[src/rtl/riscv_pkg.sv]
// Shared fetch-side types and constants for the instruction prefetch buffer.
package riscv_pkg;

    localparam int unsigned XLEN    = 32;
    localparam int unsigned INSTR_W = 32;
    localparam int unsigned PC_STEP = 4;

    typedef enum logic [1:0] {
        FS_IDLE,
        FS_WAIT,
        FS_DISCARD
    } fetch_state_e;

    typedef struct packed {
        logic [XLEN-1:0]    pc;
        logic [INSTR_W-1:0] instr;
    } fetch_entry_t;

    function automatic logic [XLEN-1:0] align_pc(input logic [XLEN-1:0] pc);
        return {pc[XLEN-1:2], 2'b00};
    endfunction

endpackage

[src/rtl/instr_prefetch_buffer_if.sv]
// Memory read handshake and core-facing instruction stream of the prefetch buffer.
interface instr_prefetch_buffer_if;
    import riscv_pkg::*;

    logic               mem_req_o;
    logic [XLEN-1:0]    mem_addr_o;
    logic               mem_ack_i;
    logic [INSTR_W-1:0] mem_data_i;
    logic               instr_valid_o;
    logic [INSTR_W-1:0] instr_o;
    logic [XLEN-1:0]    instr_pc_o;
    logic               instr_ready_i;

    modport master (
        output mem_req_o, mem_addr_o, instr_valid_o, instr_o, instr_pc_o,
        input  mem_ack_i, mem_data_i, instr_ready_i
    );

    modport slave (
        input  mem_req_o, mem_addr_o, instr_valid_o, instr_o, instr_pc_o,
        output mem_ack_i, mem_data_i, instr_ready_i
    );

endinterface

[src/rtl/instr_prefetch_buffer_fifo.sv]
// Synchronous {pc, instr} FIFO with clear; head is a combinational read of the read slot.
module prefetch_fifo
    import riscv_pkg::*;
#(
    parameter  int unsigned DEPTH = 4,
    localparam int unsigned PTR_W = $clog2(DEPTH),
    localparam int unsigned CNT_W = PTR_W + 1
) (
    input  logic             clk,
    input  logic             rst,
    input  logic             push,
    input  fetch_entry_t     push_data,
    input  logic             pop,
    input  logic             clear,
    output logic [CNT_W-1:0] count,
    output fetch_entry_t     head
);

    fetch_entry_t     mem [DEPTH];
    logic [PTR_W-1:0] rd_ptr;
    logic [PTR_W-1:0] wr_ptr;
    logic             do_push;
    logic             do_pop;

    assign do_push = push & ~clear;
    assign do_pop  = pop & ~clear & (count != '0);
    assign head    = mem[rd_ptr];

    // Clear wins over push/pop; pointers wrap naturally at DEPTH.
    always_ff @(posedge clk or posedge rst) begin
        if (rst) begin
            rd_ptr <= '0;
            wr_ptr <= '0;
            count  <= '0;
            for (int unsigned i = 0; i < DEPTH; i++) begin
                mem[i] <= '0;
            end
        end else if (clear) begin
            rd_ptr <= '0;
            wr_ptr <= '0;
            count  <= '0;
        end else begin
            if (do_push) begin
                mem[wr_ptr] <= push_data;
                wr_ptr      <= wr_ptr + PTR_W'(1);
            end
            if (do_pop) begin
                rd_ptr <= rd_ptr + PTR_W'(1);
            end
            case ({do_push, do_pop})
                2'b10:   count <= count + CNT_W'(1);
                2'b01:   count <= count - CNT_W'(1);
                default: ;
            endcase
        end
    end

endmodule

[src/rtl/instr_prefetch_buffer.sv]
// Sequential instruction prefetcher: one outstanding memory read, FIFO of fetched words,
// redirect flush with stale-response discard.
module instr_prefetch_buffer
    import riscv_pkg::*;
#(
    parameter  int unsigned     DEPTH    = 4,
    parameter  logic [XLEN-1:0] RESET_PC = 32'h0000_0000,
    localparam int unsigned     CNT_W    = $clog2(DEPTH) + 1
) (
    input  logic                     clk_i,
    input  logic                     rst_i,
    input  logic                     redirect_i,
    input  logic [XLEN-1:0]          redirect_pc_i,
    instr_prefetch_buffer_if.master  bus,
    output logic [CNT_W-1:0]         count_o
);

    fetch_state_e    state;
    fetch_state_e    state_nxt;
    logic [XLEN-1:0] fetch_pc;
    logic [XLEN-1:0] fetch_pc_nxt;
    logic            mem_req_nxt;
    logic [XLEN-1:0] mem_addr_nxt;
    logic            push;
    logic            pop;
    logic            clear;
    logic            fifo_has_room;
    fetch_entry_t    push_data;
    fetch_entry_t    head;

    assign fifo_has_room     = count_o < CNT_W'(DEPTH);
    assign bus.instr_valid_o = (count_o != '0);
    assign bus.instr_o       = head.instr;
    assign bus.instr_pc_o    = head.pc;
    assign push_data         = '{pc: fetch_pc, instr: bus.mem_data_i};

    always_ff @(posedge clk_i or posedge rst_i) begin
        if (rst_i) begin
            state          <= FS_IDLE;
            fetch_pc       <= RESET_PC;
            bus.mem_req_o  <= 1'b0;
            bus.mem_addr_o <= RESET_PC;
        end else begin
            state          <= state_nxt;
            fetch_pc       <= fetch_pc_nxt;
            bus.mem_req_o  <= mem_req_nxt;
            bus.mem_addr_o <= mem_addr_nxt;
        end
    end

    // Redirect overrides push/pop; an unacked request rides out in DISCARD.
    always_comb begin
        state_nxt    = state;
        fetch_pc_nxt = fetch_pc;
        mem_req_nxt  = bus.mem_req_o;
        mem_addr_nxt = bus.mem_addr_o;
        push         = 1'b0;
        pop          = bus.instr_valid_o & bus.instr_ready_i & ~redirect_i;
        clear        = redirect_i;

        if (redirect_i) begin
            fetch_pc_nxt = align_pc(redirect_pc_i);
        end

        case (state)
            FS_IDLE: begin
                if (!redirect_i && fifo_has_room) begin
                    state_nxt    = FS_WAIT;
                    mem_req_nxt  = 1'b1;
                    mem_addr_nxt = fetch_pc;
                end
            end
            FS_WAIT: begin
                if (bus.mem_ack_i) begin
                    state_nxt   = FS_IDLE;
                    mem_req_nxt = 1'b0;
                    if (!redirect_i) begin
                        push         = 1'b1;
                        fetch_pc_nxt = fetch_pc + XLEN'(PC_STEP);
                    end
                end else if (redirect_i) begin
                    state_nxt = FS_DISCARD;
                end
            end
            FS_DISCARD: begin
                if (bus.mem_ack_i) begin
                    state_nxt   = FS_IDLE;
                    mem_req_nxt = 1'b0;
                end
            end
            default: begin
                state_nxt   = FS_IDLE;
                mem_req_nxt = 1'b0;
            end
        endcase
    end

    prefetch_fifo #(
        .DEPTH (DEPTH)
    ) u_fifo (
        .clk       (clk_i),
        .rst       (rst_i),
        .push      (push),
        .push_data (push_data),
        .pop       (pop),
        .clear     (clear),
        .count     (count_o),
        .head      (head)
    );

endmodule
[src/flat_wrapper.sv]
// flat-port wrapper written by rule: the top's interface ports become plain ports
module instr_prefetch_buffer_flat import riscv_pkg::*;
#(
    parameter  int unsigned     DEPTH    = 4,
    parameter  logic [XLEN-1:0] RESET_PC = 32'h0000_0000,
    localparam int unsigned     CNT_W    = $clog2(DEPTH) + 1
)
  (clk_i, rst_i, redirect_i, redirect_pc_i, count_o, bus_mem_req_o, bus_mem_addr_o, bus_instr_valid_o, bus_instr_o, bus_instr_pc_o, bus_mem_ack_i, bus_mem_data_i, bus_instr_ready_i);
  instr_prefetch_buffer_if bus_i ();
  input  logic clk_i;
  input  logic rst_i;
  input  logic redirect_i;
  input  logic [XLEN-1:0] redirect_pc_i;
  output logic [CNT_W-1:0] count_o;
  output wire logic [$bits(bus_i.mem_req_o)-1:0] bus_mem_req_o;
  output wire logic [$bits(bus_i.mem_addr_o)-1:0] bus_mem_addr_o;
  output wire logic [$bits(bus_i.instr_valid_o)-1:0] bus_instr_valid_o;
  output wire logic [$bits(bus_i.instr_o)-1:0] bus_instr_o;
  output wire logic [$bits(bus_i.instr_pc_o)-1:0] bus_instr_pc_o;
  input wire logic [$bits(bus_i.mem_ack_i)-1:0] bus_mem_ack_i;
  input wire logic [$bits(bus_i.mem_data_i)-1:0] bus_mem_data_i;
  input wire logic [$bits(bus_i.instr_ready_i)-1:0] bus_instr_ready_i;
  assign bus_mem_req_o = bus_i.mem_req_o;
  assign bus_mem_addr_o = bus_i.mem_addr_o;
  assign bus_instr_valid_o = bus_i.instr_valid_o;
  assign bus_instr_o = bus_i.instr_o;
  assign bus_instr_pc_o = bus_i.instr_pc_o;
  assign bus_i.mem_ack_i = bus_mem_ack_i;
  assign bus_i.mem_data_i = bus_mem_data_i;
  assign bus_i.instr_ready_i = bus_instr_ready_i;
  instr_prefetch_buffer #(.DEPTH(DEPTH), .RESET_PC(RESET_PC)) u_core (.clk_i(clk_i), .rst_i(rst_i), .redirect_i(redirect_i), .redirect_pc_i(redirect_pc_i), .bus(bus_i), .count_o(count_o));
endmodule
[config.mk]
export PLATFORM = sky130hd
export DESIGN_NAME = instr_prefetch_buffer_flat
export DESIGN_NICKNAME = d
export VERILOG_FILES = /design/src/rtl/riscv_pkg.sv /design/src/rtl/instr_prefetch_buffer_if.sv /design/src/rtl/instr_prefetch_buffer_fifo.sv /design/src/rtl/instr_prefetch_buffer.sv /design/src/flat_wrapper.sv
export SDC_FILE = /design/constraint.sdc
export NUM_CORES = 1
export LEC_CHECK = 0
export ABC_CLOCK_PERIOD_IN_PS = 13300
export CAP_MARGIN = 20
export CORE_UTILIZATION = 56
export DETAILED_ROUTE_END_ITERATION = 16
export PLACE_DENSITY_LB_ADDON = 0.2
export SYNTH_ARGS = -nofsm -noshare
export SYNTH_HDL_FRONTEND = slang
export SYNTH_SLANG_ARGS = --single-unit
[constraint.sdc]
create_clock -name clk_i -period 13.3 [get_ports clk_i]
set_input_delay 1.33 -clock clk_i [delete_from_list [all_inputs] [get_ports clk_i]]
set_output_delay 1.33 -clock clk_i [all_outputs]
set_load 0.01 [all_outputs]
==> impl_metrics.yaml <==
run_status:
  status: "complete, no violations"
worst_setup_path:
  path_cells: "buf_4 -> mux4_2 -> clkdlybuf4s50_1"
  crit_path_end_kind: "output pin"
  start_kind: "flop"
  cp_slowest_cell: "dfrtp_4"
  worstPathArrival_ns: 3.22
  path_buf_inv: 2
  cp.required_ns: 11.97
  crit_path_max_fanout: 41
  crit_family: "buffers and inverters"
  critPathKind: "reg2out"
  critPathMaxStageDelay_ns: 1.02
detailed_routing:
  wl_per_cell_um: 21.0
  firstDrtPassIters: 5
  routed_wl_mm: 30.8
  drc: 0
  ant_nets: 0
  vias_per_cell: 5.96
  first_iter_violations: 498
  num_vias: 8763
cts:
  clkSinkCount: 330
  clk_pin_slew_worst_paths_ns: 0.06
  insertion_delay_ns: 0.51
  htree_levels: 2
  cts_buffers: 35
  ctsLongestPathBuffers: 3
  cts_tree: "built"
  hold_buffers: 0
  cts_setup_buffers: 0
  clockRootBuffer: "clkbuf_16"
  ctsResizeCount: 0
die:
  dieWidth_um: 164
  core-area_um2: 25500
  ios: 170
  dieArea_um2: 26900
  initial_core_util_pct: 57.7
  rows: 58
  dieHeight_um: 164
synth:
  synth_async_sr_flop_share_pct: 100
  synth_flop_cell: "dfrtp_1"
  ys_seq_area_share_pct: 56.2
  syn_inst: 979
  syn_area_um2: 14700
  synth-edff-count: 0
  yosys_warnings: 0
  synth_top_cell_area_share_pct: 56.2
  ys_types: 49
  synth_seq_cells: 330
  synth_nets: 1057
  synth_most_common_cell: "dfrtp_1"
  ys_top_cells_by_count: "dfrtp_1, mux2_2, mux4_2"
  postSynthAreaPerCell_um2: 15.0
  synth_area_leader_cell: "dfrtp_1"
  synthTopCellsByArea: "dfrtp_1, mux2_2, mux4_2"
finish:
  drive_above_1_share_pct: 38.1
  layout.nets: 1191
  area_delta_synth_final_pct: 20.6
  final_area_um2: 17700
  fin_cells: 1470
  final_core_util_pct: 69.6
power:
  pwr-share-comb_pct: 33.1
  p_leak_nw: 7.87
  swShare_pct: 27.4
  clkPwrFrac_pct: 26.8
  p_sw_mw: 1.04
  powerDensity_nw_per_um2: 214
  seqPwrFrac_pct: 40.1
  p_int_mw: 2.76
  ir_drop_mv: 0.156
min_path:
  min_path_type: "reg2reg"
placed_design:
  port_buffers: 167
  place.gp.congestion: 0.768
  dp_cells: 1405
  dp_hpwl_mm: 17.8
  dpl_worst_slack_ns: 8.72
  placed_area_um2: 16500
timing:
  hold_violations: 0
  finClkSkew_ns: 0.0199
  fin_ws_ns: 8.75
  worst_pin_slew_ns: 1.09
  finalCritPeriodShare_pct: 34.2
  clock.fmax_ghz: 0.220
  maxSlewViolCount: 0
  min_period_ns: 4.55
  grt_setup_unrepaired: "false"
  worst_slew_margin_rel_pct: 27.5
  final-setup-viol-count: 0
  tns_ns: 0
grt:
  grt_pass1_wl_mm: 48.8
  antenna_found_initial: 2
  track_usage_pct: 23.6
  grt_pass1_vias: 9059
  grt_start_max_net_pins: 135
  grt_overflow: 0
job:
  maxCapViolCount: 0
==> stage by stage <==
stage | power (mW) | hold WS, ns
after floorplan | 2.24 | 0.474
after global placement | 2.77 | 0.482
after detailed placement | 2.81 | 0.487
after CTS | 3.84 | 0.501
after global routing | 3.99 | 0.504
final | 3.80 | 0.498
==> registers in the layout, indices dropped and copies added, names as in the netlist <==
name	flops
u_core.u_fifo.mem	256
u_core.u_fifo.rd_ptr	2
u_core.fetch_pc	32
u_core.bus.mem_req_o	1
u_core.u_fifo.wr_ptr	2
u_core.state	2
u_core.u_fifo.count	3
u_core.bus.mem_addr_o	32
==> cells in the final DEF (no fill, tap or decap), drive strengths merged, types with 17 or more instances in the layout <==
cell type        n
nand2           32
mux4            64
nor2            26
nand3           18
mux2           289
clkdlybuf4s50  166
o21ai           17
dfrtp          330
clkbuf          51
==> layout make-up <==
cell class                 instances  area (um^2)
sequential                       330         8270
timing repair buffer             173         1730
antenna                            2         5.00
fill                            1752         7740
clock inverter                    11          183
clock buffer                      51         1030
inverter                           9         41.3
multi-input combinational        564         6060
tap                              330          413
==> metal layers <==
metal	global-route usage (%)	routed length, um	vias up
met5	0	0	-
met3	4.32	1690	46
met4	5.77	482	0
met1	32.1	13400	4611
li1	-	-	3879
met2	39.5	15300	227
==> final timing paths <==
kind                       slack [ns]                                 from                                 end  cells after the start
setup / recovery                 8.75  u_core.u_fifo.rd_ptr[0]$_DFFE_PP0P_                   bus_instr_pc_o[0]                      3
hold / removal                   0.50    u_core.u_fifo.mem[66]$_DFFE_PP0P_   u_core.u_fifo.mem[66]$_DFFE_PP0P_                      1
setup reg to reg                 9.89          u_core.state[1]$_DFFE_PP0P_   u_core.u_fifo.mem[29]$_DFFE_PP0P_                      6
hold reg to reg                  0.50    u_core.u_fifo.mem[66]$_DFFE_PP0P_   u_core.u_fifo.mem[66]$_DFFE_PP0P_                      1
max in group asynchronous        9.77                                rst_i  u_core.u_fifo.mem[206]$_DFFE_PP0P_                      4
min in group asynchronous        1.44                                rst_i   u_core.u_fifo.mem[67]$_DFFE_PP0P_                      2
==> power by group through the flow <==
stage                     clock network (mW)  logic (mW)  registers [mW]
after global placement                     0        1.24            1.53
after floorplan                            0       0.779            1.46
after detailed placement                   0        1.27            1.54
final                                   1.02        1.26            1.52
after CTS                               1.04        1.27            1.53
after global routing                    1.08        1.34            1.57
==> cell families (layout without fill, tap and decap cells) <==
group | after synthesis | in the layout | synth area share [%]
muxes | 358 | 358 | 32.3
DFF | 330 | 330 | 56.2
and+or+nand+nor | 129 | 129 | 4.71
buffers and inverters | 85 | 244 | 2.85
AOI/OAI and AO/OA | 52 | 52 | 2.21
xor gates and xnor gates | 16 | 16 | 0.953
adders and majority gates | 9 | 9 | 0.817
other | 0 | 2 | 0
Power figures use the tool's default switching activity.
